--- src/rtl/if_stage.sv ---
// Instruction-fetch stage: owns the PC, addresses the instruction ROM and
// registers the IF/ID latch, with stall, redirect and end-of-program halt.
module if_stage #(
    parameter logic [31:0] RESET_PC  = 32'h0000_0000,
    parameter int unsigned ROM_WORDS = 30,
    parameter logic [31:0] NOP_INSTR = 32'h0000_0013
) (
    input  logic        clk,
    input  logic        rst_n,
    input  logic        stall_i,
    input  logic        redirect_i,
    input  logic [31:0] redirect_pc_i,
    output logic [31:0] imem_pc_o,
    input  logic [31:0] imem_instr_i,
    output logic [31:0] id_pc_o,
    output logic [31:0] id_pc4_o,
    output logic [31:0] id_instr_o,
    output logic        id_valid_o,
    output logic        misalign_o,
    output logic        halted_o
);

    typedef enum logic [1:0] {
        S_BOOT,
        S_RUN,
        S_HALT
    } state_e;

    localparam logic [31:0] LAST_PC = 32'(4 * (ROM_WORDS - 1));
    localparam logic [31:0] END_PC  = 32'(4 * ROM_WORDS);

    state_e      state_q, state_d;
    logic [31:0] pc_q, pc_d;
    logic [31:0] id_pc_q, id_pc_d;
    logic [31:0] id_pc4_q, id_pc4_d;
    logic [31:0] id_instr_q, id_instr_d;
    logic        id_valid_q, id_valid_d;
    logic        misalign_q, misalign_d;

    always_ff @(posedge clk or negedge rst_n) begin
        if (!rst_n) begin
            state_q    <= S_BOOT;
            pc_q       <= RESET_PC;
            id_pc_q    <= '0;
            id_pc4_q   <= '0;
            id_instr_q <= NOP_INSTR;
            id_valid_q <= 1'b0;
            misalign_q <= 1'b0;
        end else begin
            state_q    <= state_d;
            pc_q       <= pc_d;
            id_pc_q    <= id_pc_d;
            id_pc4_q   <= id_pc4_d;
            id_instr_q <= id_instr_d;
            id_valid_q <= id_valid_d;
            misalign_q <= misalign_d;
        end
    end

    // Redirect outranks stall; stall freezes everything except the misalign pulse.
    always_comb begin
        state_d    = state_q;
        pc_d       = pc_q;
        id_pc_d    = id_pc_q;
        id_pc4_d   = id_pc4_q;
        id_instr_d = id_instr_q;
        id_valid_d = id_valid_q;
        misalign_d = 1'b0;

        if (redirect_i) begin
            pc_d       = {redirect_pc_i[31:2], 2'b00};
            id_pc_d    = '0;
            id_pc4_d   = '0;
            id_instr_d = NOP_INSTR;
            id_valid_d = 1'b0;
            state_d    = S_RUN;
            misalign_d = |redirect_pc_i[1:0];
        end else if (!stall_i) begin
            id_pc_d    = '0;
            id_pc4_d   = '0;
            id_instr_d = NOP_INSTR;
            id_valid_d = 1'b0;
            case (state_q)
                S_BOOT: state_d = S_RUN;
                S_RUN: begin
                    if (pc_q < END_PC) begin
                        id_pc_d    = pc_q;
                        id_pc4_d   = pc_q + 32'd4;
                        id_instr_d = imem_instr_i;
                        id_valid_d = 1'b1;
                        pc_d       = pc_q + 32'd4;
                        if (pc_q == LAST_PC) state_d = S_HALT;
                    end else begin
                        state_d = S_HALT;
                    end
                end
                S_HALT:  state_d = S_HALT;
                default: state_d = S_BOOT;
            endcase
        end
    end

    assign imem_pc_o  = pc_q;
    assign id_pc_o    = id_pc_q;
    assign id_pc4_o   = id_pc4_q;
    assign id_instr_o = id_instr_q;
    assign id_valid_o = id_valid_q;
    assign misalign_o = misalign_q;
    assign halted_o   = (state_q == S_HALT);

endmodule

--- config.mk ---
export PLATFORM = sky130hd
export DESIGN_NAME = if_stage
export DESIGN_NICKNAME = d
export VERILOG_FILES = /design/src/rtl/if_stage.sv
export SDC_FILE = /design/constraint.sdc
export NUM_CORES = 1
export LEC_CHECK = 0
export CAP_MARGIN = 20
export CORE_UTILIZATION = 50
export CTS_CLUSTER_DIAMETER = 30
export DETAILED_ROUTE_END_ITERATION = 8
export DONT_BUFFER_PORTS = 1
export PLACE_DENSITY = 0.7
export SLEW_MARGIN = 10
export SYNTH_ARGS = -nofsm -noshare
export SYNTH_HDL_FRONTEND = slang
export SYNTH_SLANG_ARGS = --single-unit
--- constraint.sdc ---
create_clock -name clk -period 4.8 [get_ports clk]
set_clock_uncertainty 0.15 [all_clocks]
set_input_delay 0.96 -clock clk [delete_from_list [all_inputs] [get_ports clk]]
set_output_delay 0.96 -clock clk [all_outputs]
set_load 0.05 [all_outputs]
* Word level (Yosys, flattened, before mapping)
Cells that the tools add are included.
** Cells by class
- Magnitude comparators :: 1
- Muxes and demuxes :: 26
- Add/subtract/negate cells :: 1
- Reductions and logical operators :: 6
- Equality and inequality tests :: 5
** Operators by type and width (count)
- $mux W32 :: 16
- $add A32 B3 Y32 const B :: 1
- $eq A32 B7 Y1 const B :: 1
- $lt A32 B7 Y1 const B :: 1
- $mux W2 :: 4
- $pmux W2 S3 :: 1
- $mux W1 :: 5
- $ne A4 B4 Y1 const B :: 1
- $reduce_bool A2 Y1 :: 2
- $reduce_and A3 Y1 :: 1
- $eq A2 B1 Y1 const B :: 1
- $eq A2 B2 Y1 const B :: 1
- $logic_not A2 Y1 :: 1
- $ne A2 B1 Y1 const B :: 1
- $reduce_and A2 Y1 :: 1
- $reduce_or A2 Y1 :: 1
** Word-level totals
- Input bits :: 68
- Bits in registers :: 132
- Output and inout bits :: 131
- Logic and storage cells :: 46

* Longest topological paths before layout
Gate-level depths: netlist of run 1.
- Depth in word-level cells :: 6
- Gate-level depth with buffers :: 8
- Depth with buffers taken out :: 6

* Worst setup path after synthesis of run 1
No wires, ideal clock.
- Kind :: flip-flop to flip-flop
- Start point :: register pc_q[7] (netlist: imem_pc_o[7])
- End point :: register pc_q[2] (netlist: imem_pc_o[2])
- Arrival time :: 2.361 ns
- Period minus slack after synthesis :: 2.593 ns
- Required time :: 4.568 ns
- Setup time :: 0.082 ns
- Slack :: 2.207 ns
- Buffers on the path :: 1
- Stages on the path, launching flop included :: 6
- Path through :: dfrtp_1 > or4b_4 > or4_1 > clkbuf_2 > or4_1 > a31oi_1
** Between the ends
- Longest elaborated chain between the ends :: 3
** Ends and longest elaborated chain
- start, declared :: line 33 : logic [31:0] pc_q, pc_d;
- start signal, assigned :: line 51 : pc_q <= pc_d;
- $lt A32 B7 Y1 :: line 86 : if (pc_q < END_PC) begin
- $reduce_bool A2 Y1 (no line)
- $reduce_and A3 Y1 (no line)
Every way passes these cells.
A chain may end at the register's enable or synchronous reset.

* Worst setup path in the final report of run 1
- Start point :: register pc_q[7] (netlist: imem_pc_o[7])
- End point :: register id_instr_q[22] (netlist: id_instr_o[22])
** Between the ends
- Longest elaborated chain between the ends :: 5
** Ends and longest elaborated chain
- $lt A32 B7 Y1 :: line 86
- $mux W32 :: line 86
- $mux W32 :: line 83 : case (state_q)
- $mux W32 :: line 78 : end else if (!stall_i) begin
- $mux W32 :: line 70 : if (redirect_i) begin
- end signal, assigned :: line 54 : id_instr_q <= id_instr_d;
- end, declared :: line 36 : logic [31:0] id_instr_q, id_instr_d;
Every way passes these cells. The select of a mux whose other input is x is not followed.

==> impl_summary.log, run 1 <==
[metrics] Yosys warning total: 0
[metrics] flip-flop cell with the highest count after synthesis: sky130_fd_sc_hd__dfrtp_1
[metrics] antenna diode count: 0
[metrics] Die Ht: 100 µm
[metrics] width of the die: 100 µm
[metrics] Largest stage delay, worst path: 0.72 ns
[metrics] number of fillers in the final layout: 739
[metrics] top routing layer used: met4
[metrics] average wire length per cell after detail routing: 19.7 µm
[metrics] Final Instance Area: 5540 µm²
[metrics] number of standard-cell rows in the floorplan: 35
[metrics] clock slew at the register clock pins of the worst setup and hold paths: 0.06 ns
[metrics] RePlAce Congestion: 0.755
[metrics] synth unique cells: 44
[metrics] starting density of the core: 0.519
[metrics] static power due to leakage: 2.56 nW
[metrics] critical path, cell by cell: or4b_4 -> nor4_2 -> and3_1 -> buf_8 -> a22o_1
[metrics] antenna violations before repair: 0
[metrics] router iterations before antenna repair: 4
[metrics] H-tree levels: 4
[metrics] Synth Cell Area: 4820 µm²
[metrics] max-capacitance violation count: 0
[metrics] DPL Wire Length: 6.51 mm
[metrics] Tmin final: 3.15 ns
[metrics] vias after detailed routing: 2,840
[metrics] First DRT Iteration DRCs: 108
[metrics] delay-heaviest family, CP: simple AND/OR/NAND/NOR gates
[metrics] Final nets: 429
[metrics] area taken by flip-flops and latches: 3180 µm²
[metrics] clk buf depth: 2
[metrics] area enclosed by the die boundary: 10,000 µm²
[metrics] buffers plus inverters on the worst setup path: 1
[metrics] Final Hold Violating Endpoints: 0
[metrics] class of the worst hold path: input pin to asynchronous set/reset pin
[metrics] worst slew pin tran: 0.952 ns
[metrics] Detail Route met3 WL: 1.10 mm
[metrics] via count of the first global-routing pass: 2,751
[metrics] Slowest cell on crit path: sky130_fd_sc_hd__and3_1
[metrics] sequential fraction of the synthesis area: 0.660
[metrics] portion of the clock cycle consumed by the worst path in the final layout: 0.656
[metrics] total detailed-routing wirelength: 9.77 mm
[metrics] setup TNS: 0 ns
[metrics] area of the multi-input gates: 1510 µm²
[metrics] Max Clock Freq: 318 MHz
[metrics] required time of the critical path: 5.07 ns
[metrics] top fanout value on the critical path: 17
[metrics] number of DRC violations after detailed routing: 0
[metrics] instance count on the critical path: 5
[metrics] Clock Root Buffer: sky130_fd_sc_hd__clkbuf_8
[metrics] RSZ-0062 raised after global routing: no
[metrics] maximum number of pins on one net before global-route repair: 125
[metrics] total congestion overflow after global routing: 0
[metrics] Max rail drop VDD: 0.299 mV
[metrics] number of cells produced by synthesis: 359
[metrics] M1 WL: 4.19 mm
[metrics] count of state elements after synthesis: 127
[metrics] endpoint type of the worst setup path: register
[metrics] first-pass GRT wire length: 15.1 mm
[metrics] total of cells resized after clock tree synthesis: 0
[metrics] PD cells: 478 nW/µm²
[metrics] CP startpoint kind: register
[metrics] clk_lat worst skew: 0.49 ns
[metrics] final number of max-transition violations: 0
[metrics] status: finished clean
[metrics] number of clock buffers inserted by TritonCTS: 17
[metrics] total clock sinks: 127
[metrics] post-detailed-route via-to-cell ratio: 5.71
[metrics] area added between synthesis and finish: 14.9%
[metrics] placed cell area: 4880 µm²
[metrics] antenna-violating nets left: 0
[metrics] layout cell share with drive strength beyond 1: 0.185
[metrics] Arrival @ worst endpoint: 3.42 ns
[metrics] final core utilization: 0.596
[metrics] share of synthesized registers carrying an async set or reset: 1.00
[metrics] number of synthesized flops with an enable pin: 0
[metrics] hold slack final: 0.165 ns
[metrics] r2r worst-path depth: 5
[metrics] TritonCTS clock tree: built
[metrics] WL met2: 4.41 mm
[metrics] WS Path Type: register to register
[metrics] Top Ports: 199
[metrics] GRT Total Usage: 0.198
[metrics] IO Port Bufs: 0
[metrics] normalized max-slew margin: 0.366
[metrics] post-synthesis area per instance: 13.4 µm²
[metrics] final setup vio count: 0
[metrics] area of the core: 9280 µm²
==> metal layers <==
layer	vias up	GRT usage
li1	1268	-
met1	1408	0.265
met2	157	0.285
met3	7	0.0905
met4	0	0.0680
met5	-	0
==> report_power, final <==
group,total (mW),internal (mW),switching (mW)
sequential,1.23,1.10,0.134
clock,1.31,0.860,0.454
combinational,0.101,0.0421,0.0584
total,2.65,2.00,0.646
==> cells in the mapped netlist (5+ instances only) <==
master,number,area share
sky130_fd_sc_hd__a22o_1,32,0.058
sky130_fd_sc_hd__o21ai_0,7,0.0073
sky130_fd_sc_hd__nand4_1,6,0.0078
sky130_fd_sc_hd__and2_1,52,0.068
sky130_fd_sc_hd__a21oi_1,5,0.0052
sky130_fd_sc_hd__dfrtp_1,124,0.64
sky130_fd_sc_hd__clkbuf_1,13,0.010
sky130_fd_sc_hd__nor4_1,7,0.0091
sky130_fd_sc_hd__buf_4,5,0.0078
sky130_fd_sc_hd__nor2_1,6,0.0047
sky130_fd_sc_hd__or4_1,6,0.0093
sky130_fd_sc_hd__ha_1,5,0.013
sky130_fd_sc_hd__nand2_1,11,0.0086
sky130_fd_sc_hd__mux2_2,25,0.058
==> path summary, 6_finish.rpt <==
path	slack, ns	from	end
max	1.65	imem_pc_o[7]$_DFFE_PN0P_	id_instr_o[22]$_DFFE_PN0N_
min	0.17	rst_n	id_instr_o[4]$_DFFE_PN1N_
max reg2reg	1.65	imem_pc_o[7]$_DFFE_PN0P_	id_instr_o[22]$_DFFE_PN0N_
min reg2reg	0.43	state_q[1]$_DFFE_PN0P_	state_q[1]$_DFFE_PN0P_
max in group asynchronous	3.75	rst_n	id_pc4_o[4]$_DFFE_PN0N_
min in group clk	0.39	redirect_i	id_pc4_o[3]$_DFFE_PN0N_
==> stage by stage <==
step           setup WS, ns  total power [mW]  instances
6_report               1.65              2.65        497
5_1_grt                1.50              2.75        497
4_1_cts                1.43              2.67        496
3_5_place_dp           1.45              1.33        464
3_3_place_gp           1.57              1.33        464
2_1_floorplan          2.21              1.31        360
==> state kept, by name (all words and copies together) (netlist names) <==
register / flops
id_pc_o: 31
misalign_o: 1
id_pc4_o: 30
imem_pc_o: 30
id_instr_o: 32
id_valid_o: 1
state_q: 2
==> what timing repair did <==
action                                 4_1_cts  5_1_grt
buffers inserted                             0        0
endpoints found under the hold margin      124        0
hold buffers                                 1        0
==> cells by family after synthesis <==
family                     after synthesis  share of synthesized area
muxes                                   25                     0.0584
DFF                                    127                      0.660
other                                    1                   0.000778
buffers and inverters                   31                     0.0293
AOI/OAI and AO/OA                       60                     0.0966
xor gates and xnor gates                 3                    0.00545
adders and majority gates                5                     0.0130
and+or+nand+nor                        107                      0.136
==> layout by cell type, fill, tap and decap left out, drive strengths merged, types with 4 or more instances in the layout <==
cell type / Yosys / layout
bufinv: 0 / 4
nor2: 6 / 6
o21ai: 7 / 7
or4: 6 / 6
inv: 4 / 7
mux2: 25 / 25
and3: 4 / 4
nand2: 11 / 11
clkbuf: 14 / 19
a22o: 32 / 32
a21oi: 5 / 5
dfrtp: 124 / 124
nand4: 6 / 6
nor4: 8 / 8
ha: 5 / 5
and2: 52 / 52
clkinv: 1 / 4
==> final cells by class <==
cell class / count / area share
clock buffers: 19 / 0.0780
clock inverters: 12 / 0.0332
multi-input cells: 202 / 0.272
well taps: 129 / 0.0292
flip-flops and latches: 127 / 0.575
repair buffers: 3 / 0.00904
inverters: 5 / 0.00339
Note: power is estimated with default switching activity, not from simulation.
==> inputs of run 2 (changes only) <==
--- a/config.mk
+++ b/config.mk
@@ -10,7 +10,7 @@
 export CTS_CLUSTER_DIAMETER = 30
 export DETAILED_ROUTE_END_ITERATION = 8
 export DONT_BUFFER_PORTS = 1
-export PLACE_DENSITY = 0.7
+export PLACE_DENSITY = 0.73
 export SLEW_MARGIN = 10
 export SYNTH_ARGS = -nofsm -noshare
 export SYNTH_HDL_FRONTEND = slang
==> constraint.sdc (replaced) <==
create_clock -name clk -period 2.85 [get_ports clk]
set_clock_uncertainty 0.15 [all_clocks]
set_input_delay 0.57 -clock clk [delete_from_list [all_inputs] [get_ports clk]]
set_output_delay 0.57 -clock clk [all_outputs]
set_load 0.05 [all_outputs]
==> run 2 against run 1 <==
Via count grew 4.7%. Flip-flop and latch count unchanged. Die area did not move. Total power rose by 64%. Critical path depth up 1. Wire length up 4.8%. Non-clock buffer count is 26 higher. Largest cell class unchanged. The flow now finishes with violations (negative hold slack).
==> impl_summary.log, run 2 (same netlist as run 1, synthesis figures left out) <==
[metrics] status: complete, but fails checks
[metrics] violated checks: negative hold slack
[metrics] met1 usage: 0.254 (-0.0110)
[metrics] RePlAce Congestion: 0.812 (+7.5%)
[metrics] total detailed-routing wirelength: 10.2 mm (+4.8%)
[metrics] hold slack final: -0.388 ns (-0.554 ns)
[metrics] width of the die: 100 µm (unchanged)
[metrics] class of the worst hold path: input pin to asynchronous set/reset pin
[metrics] number of standard-cell rows in the floorplan: 35 (unchanged)
[metrics] total chip power: 4.34 mW (+64%)
[metrics] clk buf depth: 2 (unchanged)
[metrics] WS Path Type: register to register
[metrics] Slowest cell on crit path: sky130_fd_sc_hd__or4_1
[metrics] antenna violations before repair: 0 (unchanged)
[metrics] area of the core: 9280 µm² (unchanged)
[metrics] CP startpoint kind: register
[metrics] area enclosed by the die boundary: 10,000 µm² (unchanged)
[metrics] critical path, cell by cell: inv_1 -> ha_1 -> or4b_4 -> or4_1 -> or4_1 -> a31oi_1
[metrics] Post-CTS Setup Bufs: 0 (unchanged)
[metrics] Die Ht: 100 µm (unchanged)
[metrics] first-pass GRT wire length: 15.9 mm (+5.7%)
[metrics] met3 track demand over resource in global routing: 0.107 (+0.0160)
[metrics] static power due to leakage: 2.66 nW (+3.6%)
[metrics] busiest grt layer: met2
[metrics] number of fillers in the final layout: 735 (-0.54%)
[metrics] Final Hold Violating Endpoints: 127 (+127)
[metrics] Final nets: 455 (+6.1%)
[metrics] average wire length per cell after detail routing: 19.5 µm (-0.59%)
[metrics] maximum number of pins on one net before global-route repair: 128 (+2.4%)
[metrics] RSZ-0062 raised after global routing: no
[metrics] total of cells resized after clock tree synthesis: 0 (unchanged)
[metrics] final number of max-transition violations: 0 (unchanged)
[metrics] TritonCTS clock tree: built
[metrics] Crit Reg-Reg Endpoint: imem_pc_o[2]$_DFFE_PN0P_
[metrics] Top Ports: 199 (unchanged)
[metrics] DPL Wire Length: 6.82 mm (+4.8%)
[metrics] final core utilization: 0.610 (+0.0136)
[metrics] via count of the first global-routing pass: 3,040 (+11%)
[metrics] top fanout value on the critical path: 6 (-11)
[metrics] vias after detailed routing: 2,973 (+4.7%)
[metrics] IO Port Bufs: 0 (unchanged)
[metrics] antenna diode count: 0 (unchanged)
[metrics] layout cell share with drive strength beyond 1: 0.238 (+0.0532)
[metrics] First DRT Iteration DRCs: 114 (+5.6%)
[metrics] PD cells: 766 nW/µm² (+60%)
[metrics] clk_lat worst skew: 0.50 ns (about the same)
[metrics] worst slew pin tran: 0.959 ns (+0.00774 ns)
[metrics] router iterations before antenna repair: 4 (unchanged)
[metrics] antenna-violating nets left: 0 (unchanged)
[metrics] dpl ws: 0.267 ns (-1.19 ns)
[metrics] launch point of the worst reg-to-reg path: state_q[1]$_DFFE_PN0P_
[metrics] most common library cell in the layout ignoring fill and taps: sky130_fd_sc_hd__dfrtp_1
[metrics] final setup vio count: 0 (unchanged)
[metrics] Clock Root Buffer: sky130_fd_sc_hd__clkbuf_8
[metrics] Final Instance Area: 5660 µm² (+2.3%)
[metrics] Final Non-Filler Cells: 524 (+5.4%)
[metrics] GRT Total Usage: 0.209 (+0.0118)
[metrics] Max Clock Freq: 382 MHz (+20%)
[metrics] area added between synthesis and finish: 17.5%
[metrics] hold-fix buffer count after cts: 1 (unchanged)
[metrics] total congestion overflow after global routing: 0 (unchanged)
[metrics] normalized max-slew margin: 0.360 (-0.00516)
[metrics] placed cell area: 5080 µm² (+4.2%)
[metrics] M2 GR Usage: 0.313 (+0.0290)
[metrics] number of clock buffers inserted by TritonCTS: 17 (unchanged)
[metrics] Final WS setup: 0.231 ns (-1.42 ns)
[metrics] max-capacitance violation count: 0 (unchanged)
[metrics] max FFs per register: 32 (unchanged)
[metrics] portion of the clock cycle consumed by the worst path in the final layout: 0.919 (+0.263)
[metrics] commonest cells after routing, fill and taps aside: 123 x sky130_fd_sc_hd__dfrtp_1, 52 x sky130_fd_sc_hd__and2_1, 32 x sky130_fd_sc_hd__a22o_1
[metrics] setup TNS: 0 ns (unchanged)
[metrics] flop2flop setup slack: 0.23 ns (-1.42 ns)
[metrics] total clock sinks: 127 (unchanged)
[metrics] post-detailed-route via-to-cell ratio: 5.67 (-0.71%)
[metrics] Largest stage delay, worst path: 0.63 ns (-0.09 ns)
[metrics] Arrival @ worst endpoint: 2.89 ns (-0.53 ns)
[metrics] number of cells in the design after placement: 491 (+5.8%)
[metrics] required time of the critical path: 3.12 ns (-1.95 ns)
[metrics] starting density of the core: 0.519 (unchanged)
[metrics] Max rail drop VDD: 0.599 mV (+100%)
[metrics] H-tree levels: 4 (unchanged)
[metrics] clock slew at the register clock pins of the worst setup and hold paths: 0.06 ns (about the same)
[metrics] Tmin final: 2.62 ns (-0.529 ns)
[metrics] endpoint type of the worst setup path: register
[metrics] number of DRC violations after detailed routing: 0 (unchanged)
[metrics] r2r worst-path depth: 6 (+1)
[metrics] cell seen most often among critical-path stages: sky130_fd_sc_hd__or4_1
[run 2: area by class of cell]
type / count / area [µm²] / area share
Timing Repair Buffer: 29 / 220 / 0.0389
Inverter: 5 / 18.8 / 0.00331
Multi-Input combinational cell: 202 / 1510 / 0.266
Clock inverter: 14 / 154 / 0.0272
Tap cell: 129 / 161 / 0.0285
Clock buffer: 18 / 418 / 0.0738
Sequential cell: 127 / 3180 / 0.562
[run 2: worst max path at each step]
| stage | from | end | slack [ns] |
|---|---|---|---|
| after detailed placement | state_q[1]$_DFFE_PN0P_ | imem_pc_o[2]$_DFFE_PN0P_ | 0.27 |
| after global routing | state_q[1]$_DFFE_PN0P_ | imem_pc_o[2]$_DFFE_PN0P_ | 0.12 |
| after floorplan | imem_pc_o[7]$_DFFE_PN0P_ | imem_pc_o[2]$_DFFE_PN0P_ | 0.26 |
| after CTS | state_q[1]$_DFFE_PN0P_ | imem_pc_o[2]$_DFFE_PN0P_ | 0.24 |
| final | state_q[1]$_DFFE_PN0P_ | imem_pc_o[2]$_DFFE_PN0P_ | 0.23 |
| after global placement | state_q[1]$_DFFE_PN0P_ | imem_pc_o[2]$_DFFE_PN0P_ | 0.33 |
[run 2: report_power, final]
group,internal (mW),leakage [nW],switching [mW]
combinational,0.113,0.695,0.232
sequential,1.85,1.69,0.0727
clock,1.26,0.273,0.811
[run 2: worst max-delay path: cells and delay by family (launching register included)]
family | cells | cell delay (ns)
buffers and inverters | 1 | 0.11
flip-flops | 1 | 0.40
adder cells (fa/ha/maj) | 1 | 0.17
AND/OR/NAND/NOR | 3 | 1.55
AO/OA/AOI/OAI | 1 | 0.16
[run 2: per-layer routing]
metal	routed length [µm]	vias up
li1	-	1312
met1	4180	1468
met2	4620	181
met3	1290	12
met4	151	0
met5	0	-
